**config.mk**
```make
export PLATFORM = sky130hd
export DESIGN_NAME = sh7034_mac_ctl
export DESIGN_NICKNAME = d
export VERILOG_FILES = /design/src/rtl/sh7034_mac_ctl.sv
export SDC_FILE = /design/constraint.sdc
export NUM_CORES = 1
export LEC_CHECK = 0
export ABC_AREA = 1
export CORE_MARGIN = 4
export CORE_UTILIZATION = 48
export CTS_BUF_LIST = sky130_fd_sc_hd__clkbuf_4 sky130_fd_sc_hd__clkbuf_8 sky130_fd_sc_hd__clkbuf_16
export DETAILED_ROUTE_END_ITERATION = 6
export GPL_TIMING_DRIVEN = 0
export PLACE_DENSITY = 0.89
export REMOVE_ABC_BUFFERS = 1
export SYNTH_ARGS = -nofsm -noshare
export SYNTH_HDL_FRONTEND = slang
export SYNTH_SLANG_ARGS = --single-unit
```
**constraint.sdc**
```tcl
create_clock -name CLK -period 2.7 [get_ports CLK]
set_clock_uncertainty 0.15 [all_clocks]
set_input_delay 0.54 -clock CLK [delete_from_list [all_inputs] [get_ports CLK]]
set_output_delay 0.54 -clock CLK [all_outputs]
set_load 0.03 [all_outputs]
```
**src/rtl/sh7034_mac_ctl.sv**
```systemverilog
// ============================================================================
// sh7034_mac_ctl : CPU-side initiator for the SH7034 MAC unit port  (rev 1.0)
// ============================================================================
`default_nettype none

module sh7034_mac_ctl #(
  parameter int MUL_GAP = 1
) (
  input  logic        CLK,
  input  logic        RST,
  input  logic        CE_R,
  input  logic        CMD_VALID,
  output logic        CMD_READY,
  input  logic [2:0]  CMD_OP,
  input  logic        CMD_S,
  input  logic [31:0] CMD_RM,
  input  logic [31:0] CMD_RN,
  output logic        RES_VALID,
  output logic [31:0] RES_DATA,
  output logic [31:0] RM_NEXT,
  output logic [31:0] RN_NEXT,
  output logic [27:0] MEM_A,
  output logic        MEM_REQ,
  input  logic        MEM_BUSY,
  input  logic [31:0] MEM_DI,
  output logic [27:0] MAC_A,
  output logic [31:0] MAC_DI,
  input  logic [31:0] MAC_DO,
  output logic [1:0]  MAC_SEL,
  output logic [3:0]  MAC_OP,
  output logic        MAC_S,
  output logic        MAC_WE
);

  localparam int GAP_W = (MUL_GAP < 2) ? 1 : $clog2(MUL_GAP + 1);
  localparam logic [GAP_W-1:0] GAP_LOAD = GAP_W'(MUL_GAP);

  localparam logic [2:0] OP_MULU  = 3'd0;
  localparam logic [2:0] OP_MULS  = 3'd1;
  localparam logic [2:0] OP_MACW  = 3'd2;
  localparam logic [2:0] OP_LDSL  = 3'd3;
  localparam logic [2:0] OP_LDSH  = 3'd4;
  localparam logic [2:0] OP_STSL  = 3'd5;
  localparam logic [2:0] OP_STSH  = 3'd6;

  typedef enum logic [3:0] {
    IDLE  = 4'd0,
    STRB  = 4'd1,
    RD_N  = 4'd2,
    WB    = 4'd3,
    RD_M  = 4'd4,
    WA    = 4'd5,
    STS_W = 4'd6,
    STS_R = 4'd7,
    DONE  = 4'd8
  } state_t;

  state_t           state, state_nx;
  logic [2:0]       op;
  logic             s;
  logic [31:0]      rm, rn;
  logic [31:0]      mem_data;
  logic [31:0]      res_data;
  logic [GAP_W-1:0] gap;
  logic             load_gap;

  assign CMD_READY = (state == IDLE);
  assign RES_DATA  = res_data;
  assign RM_NEXT   = (op == OP_MACW) ? rm + 32'd2 : rm;
  assign RN_NEXT   = (op == OP_MACW) ? rn + 32'd2 : rn;

  always_ff @(posedge CLK) begin
    if (RST) begin
      state    <= IDLE;
      op       <= 3'd0;
      s        <= 1'b0;
      rm       <= 32'd0;
      rn       <= 32'd0;
      mem_data <= 32'd0;
      res_data <= 32'd0;
      gap      <= '0;
    end else begin
      state <= state_nx;
      if (CMD_VALID && CMD_READY) begin
        op       <= CMD_OP;
        s        <= CMD_S;
        rm       <= CMD_RM;
        rn       <= CMD_RN;
        res_data <= 32'd0;
      end
      if ((state == RD_N || state == RD_M) && !MEM_BUSY)
        mem_data <= MEM_DI;
      if (state == STS_R && CE_R)
        res_data <= MAC_DO;
      // The gap counter outlives the command so a later STS still honours it
      if (load_gap)
        gap <= GAP_LOAD;
      else if (CE_R && gap != '0)
        gap <= gap - GAP_W'(1);
    end
  end

  always_comb begin
    state_nx  = state;
    MAC_WE    = 1'b0;
    MAC_SEL   = 2'b00;
    MAC_OP    = 4'b0000;
    MAC_A     = 28'd0;
    MAC_DI    = 32'd0;
    MAC_S     = 1'b0;
    MEM_REQ   = 1'b0;
    MEM_A     = 28'd0;
    RES_VALID = 1'b0;
    load_gap  = 1'b0;
    case (state)
      IDLE: begin
        if (CMD_VALID) begin
          case (CMD_OP)
            OP_MACW:          state_nx = RD_N;
            OP_STSL, OP_STSH: state_nx = STS_W;
            default:          state_nx = STRB;
          endcase
        end
      end
      STRB: begin
        MAC_WE = CE_R;
        case (op)
          OP_MULU: begin
            MAC_SEL = 2'b10; MAC_OP = 4'b0110; MAC_DI = {rm[15:0], rn[15:0]};
            load_gap = CE_R;
          end
          OP_MULS: begin
            MAC_SEL = 2'b10; MAC_OP = 4'b0111; MAC_DI = {rm[15:0], rn[15:0]};
            load_gap = CE_R;
          end
          OP_LDSL: begin MAC_SEL = 2'b01; MAC_OP = 4'b0100; MAC_DI = rm; end
          OP_LDSH: begin MAC_SEL = 2'b10; MAC_OP = 4'b0100; MAC_DI = rm; end
          default: begin MAC_SEL = 2'b11; MAC_OP = 4'b1111; end
        endcase
        if (CE_R) state_nx = DONE;
      end
      RD_N: begin
        MEM_REQ = 1'b1;
        MEM_A   = {rn[27:2], 2'b00};
        if (!MEM_BUSY) state_nx = WB;
      end
      // MB goes first so the accumulate fires on the MA strobe
      WB: begin
        MAC_WE = CE_R; MAC_SEL = 2'b10; MAC_OP = 4'b1011;
        MAC_A  = rn[27:0]; MAC_DI = mem_data; MAC_S = s;
        if (CE_R) state_nx = RD_M;
      end
      RD_M: begin
        MEM_REQ = 1'b1;
        MEM_A   = {rm[27:2], 2'b00};
        if (!MEM_BUSY) state_nx = WA;
      end
      WA: begin
        MAC_WE = CE_R; MAC_SEL = 2'b01; MAC_OP = 4'b1011;
        MAC_A  = rm[27:0]; MAC_DI = mem_data; MAC_S = s;
        load_gap = CE_R;
        if (CE_R) state_nx = DONE;
      end
      STS_W: begin
        if (gap == '0) state_nx = STS_R;
      end
      STS_R: begin
        MAC_SEL = (op == OP_STSH) ? 2'b10 : 2'b01;
        if (CE_R) state_nx = DONE;
      end
      DONE: begin
        RES_VALID = 1'b1;
        state_nx  = IDLE;
      end
      default: state_nx = IDLE;
    endcase
  end

endmodule

`default_nettype wire

```
==> results of run 1 <==
## metrics by stage
step | worst slack (ns) | power, mW | utilization (%)
floorplan | -1.22 | 6.85 | -
global placement | -2.35 | 9.47 | 68.3
detailed placement | -2.31 | 9.56 | 68.4
CTS | -0.0865 | 12.7 | 76.4
global route | -0.230 | 14.6 | 79.9
finish | -0.172 | 14.3 | 79.9
## layout make-up
| cell class | count | area, µm² | share of cell area [%] |
|---|---|---|---|
| antenna | 1 | 2.50 | 0.0187 |
| clock buffer | 17 | 425 | 3.19 |
| clock inverter | 15 | 149 | 1.12 |
| inverter | 105 | 454 | 3.40 |
| multi-input combinational | 1021 | 5680 | 42.5 |
| sequential | 137 | 2840 | 21.3 |
| tap | 220 | 275 | 2.06 |
| timing repair buffer | 399 | 3520 | 26.4 |
| timing repair inverter | 1 | 8.76 | 0.0656 |
## state kept, by name (all words and copies together), names as in the netlist
signal and cells:
RES_DATA 32, gap 1, mem_data 32, op 3, rm 32, rn 32
s 1, state 4
## placed cells by master (no fill, tap or decap), types with 4 or more instances in the layout
cell,Yosys,routed
clkdlybuf4s50_1,0,168
o21ai_0,83,83
xor2_1,33,32
dlygate4sd2_1,0,10
clkbuf_2,0,10
nand2_2,6,31
nand3_2,1,5
nor2_2,7,37
nor3_2,0,4
a21oi_1,105,105
nand3_4,0,9
inv_2,6,5
clkbuf_16,0,18
nand2_1,354,317
dfxtp_2,0,19
o22ai_2,0,10
buf_4,10,87
nand2_4,0,5
o21ai_1,27,26
dfxtp_4,0,19
nand2_8,0,14
o22ai_1,86,73
clkdlybuf4s15_2,0,28
nor2_4,4,30
clkbuf_4,0,8
nand3_1,106,96
buf_6,6,6
nor2_1,170,116
inv_8,0,6
buf_2,31,65
buf_12,0,9
inv_1,98,94
dfxtp_1,137,99
nand4_1,7,7
inv_6,0,6
nor3_1,9,4
## Yosys cell counts
master / instances / area (µm²)
nand2_1: 354 / 1330
nand3_2: 1 / 10.0
nor3_1: 9 / 45.0
xor2_1: 33 / 289
clkinv_2: 1 / 5.00
o21ai_0: 83 / 415
a31oi_1: 1 / 6.26
nand3b_1: 1 / 7.51
nor2_1: 170 / 638
buf_1: 1 / 3.75
and3_1: 1 / 6.26
inv_1: 98 / 368
conb_1: 1 / 3.75
clkbuf_1: 34 / 128
nor2_4: 4 / 45.0
a21oi_1: 105 / 526
a22oi_1: 1 / 7.51
o211ai_1: 1 / 7.51
nand3_1: 106 / 531
o21ai_1: 27 / 135
inv_2: 6 / 22.5
buf_4: 10 / 75.1
o21bai_1: 1 / 7.51
dfxtp_1: 137 / 2740
o22ai_1: 86 / 538
buf_6: 6 / 67.6
ha_1: 2 / 25.0
nand4_1: 7 / 43.8
buf_2: 31 / 155
nor2_2: 7 / 43.8
nand2_2: 6 / 37.5
## cell families (layout without fill, tap and decap cells)
group	after synthesis	after routing	synth area share [%]
compound gates	305	305	19.9
xor+xnor	33	33	3.50
buf+inv	187	537	9.98
flops	137	137	33.2
other cells	1	3	0.0454
fa+ha+maj	2	2	0.303
simple gates	666	679	33.1
## per-layer routing
metal	GRT usage [%]	vias up	part of all wire (%)	wire length, µm
li1	-	5115	-	-
met1	44.8	5295	31	14500
met2	66.9	1190	43	20000
met3	11.3	411	15	6860
met4	26.0	4	10	4740
met5	0	-	0.15	67
## power by group
group	internal (mW)	total, mW	switching [mW]	leakage [nW]
clock network	1.23	2.38	1.14	0.284
logic	2.65	8.45	5.80	3.92
registers	2.69	3.44	0.756	1.14
## worst max-delay path, delay by kind of cell (launching register included)
kind / cells / cell delay, ns
buffers and inverters: 4 / 0.52
AO/OA/AOI/OAI: 2 / 0.30
flip-flops: 1 / 0.40
AND/OR/NAND/NOR: 3 / 0.49
## how the worst max path moves through the flow
stage | startpoint | slack [ns] | cells after the start | end
CTS | op[2] | -0.09 | 8 | RM_NEXT[17]
finish | state[0] | -0.17 | 9 | MAC_OP[0]
floorplan | state[0] | -1.22 | 7 | MAC_OP[0]
global placement | RST | -2.35 | 4 | rn[1]
global route | state[0] | -0.23 | 8 | MAC_OP[0]
detailed placement | state[2] | -2.31 | 7 | MAC_OP[0]
## repair_timing
item | in CTS | in global routing
endpoints found under the setup margin | 293 | 218
pin swaps | 25 | 34
gates cloned | 11 | 4
resized for setup | 722 | 284
buffers inserted | 39 | 30
==> metrics.yaml, run 1 <==
global_routing:
  grt_usage_pct: 40.0
  grt_first_pass_wirelength_um: 61400
  grt_max_degree: 169
  antenna_found_initial: 2
  overflow: 0
  grt_pass1_vias: 10914
logic_synthesis:
  ys_seq_area_share_pct: 33.2
  synth_area_per_cell_um2: 6.21
  syn_area_um2: 8260
  synth.distinct_cells: 31
  ys_seq_elements: 137
  synthCells: 1331
  yosys_warnings: 0
setup_path:
  cp_slowest_cell: "dfxtp_4"
  path_cells: "inv_1 -> nor2_4 -> buf_12 -> nand2_8 -> nand2_8 -> inv_1 -> o21ai_2 -> o21bai_4 -> buf_6"
  r2r_end: "rm[7]"
  critPathMaxStageDelay_ns: 0.40
  worstPathRequired_ns: 2.01
  reg2reg_depth: 6
  arrival_ns: 2.18
  startpoint_type: "flop"
  r2r_slack_ns: -0.02
  path_class: "flop to output port"
  r2r-start: "state[1]"
  end_kind: "output port"
  worstPathMaxFanout: 16
floorplanning:
  die_width_um: 139
  num_rows: 47
  start_util_pct: 49.5
  pin_count: 332
  dieArea_um2: 19400
  core_region_area_um2: 16700
  fp.dieH_um: 139
power_and_ir_drop:
  powerDensity_nw_per_um2: 1070
  power.leakage_nw: 5.34
  ir_drop_mv: 0.639
sta:
  max_freq_mhz: 348
  post-route-period-util_pct: 106
  setup_viol: 79
  fin_crit_ns: 2.87
  setup_tns_ns: -4.25
  rsz0062_at_grt: "true"
  slew_headroom_pct: 5.96
  fin_hold_ws_ns: 0.332
  layout_setup_ws_ns: -0.172
  slew_viol_final: 0
  tightest_slew_ns: 1.41
  hold_viol_final: 0
placed_design:
  gp_congestion: 0.969
  dp_hpwl_um: 25800
  place_inst: 1799
  placed_area_um2: 11400
  numPortBuffers: 329
min_path:
  hp-class: "flop to flop"
  hp-start: "RES_DATA[0]"
  min_to: "RES_DATA[0]"
  worstHoldPathCells: 2
clock_tree:
  clk_latency_ns: 0.44
  h-tree-depth: 4
  numCtsBuffers: 17
  cts_sinks: 137
  cts_root_buf: "clkbuf_16"
  cts-hold-fix-buffers: 0
  cts_tree: "done"
  max-clock-path-buffers: 2
  path_clk_slew_ns: 0.07
route:
  via_count: 12015
  antenna_left: 0
  drc: 18
  totalWireLength_um: 46200
  vias_per_cell: 6.27
  firstDrtPassIters: 7
  wl_per_cell_um: 24.1
  drt_iter0_drc: 1906
final_layout:
  drive_gt1_share_pct: 26.8
  fillCellCount: 1148
  nets: 1821
  finalNonFillerCells: 1916
  fin_area_um2: 13400
  area_growth_pct: 61.6
run_status:
  violations: "DRC, setup timing"
  status: "complete, but fails checks"
job:
  max_cap_violations: 0
No activity file was read; power rests on OpenSTA's default activity.
==> run 2: changes to the inputs <==
--- a/config.mk
+++ b/config.mk
@@ -11,6 +11,7 @@
 export CTS_BUF_LIST = sky130_fd_sc_hd__clkbuf_4 sky130_fd_sc_hd__clkbuf_8 sky130_fd_sc_hd__clkbuf_16
 export DETAILED_ROUTE_END_ITERATION = 6
 export GPL_TIMING_DRIVEN = 0
+export HOLD_SLACK_MARGIN = 0.02
 export PLACE_DENSITY = 0.89
 export REMOVE_ABC_BUFFERS = 1
 export SYNTH_ARGS = -nofsm -noshare
==> results of run 2 <==
Final layout, timing and power as in run 1 (identical DEF).
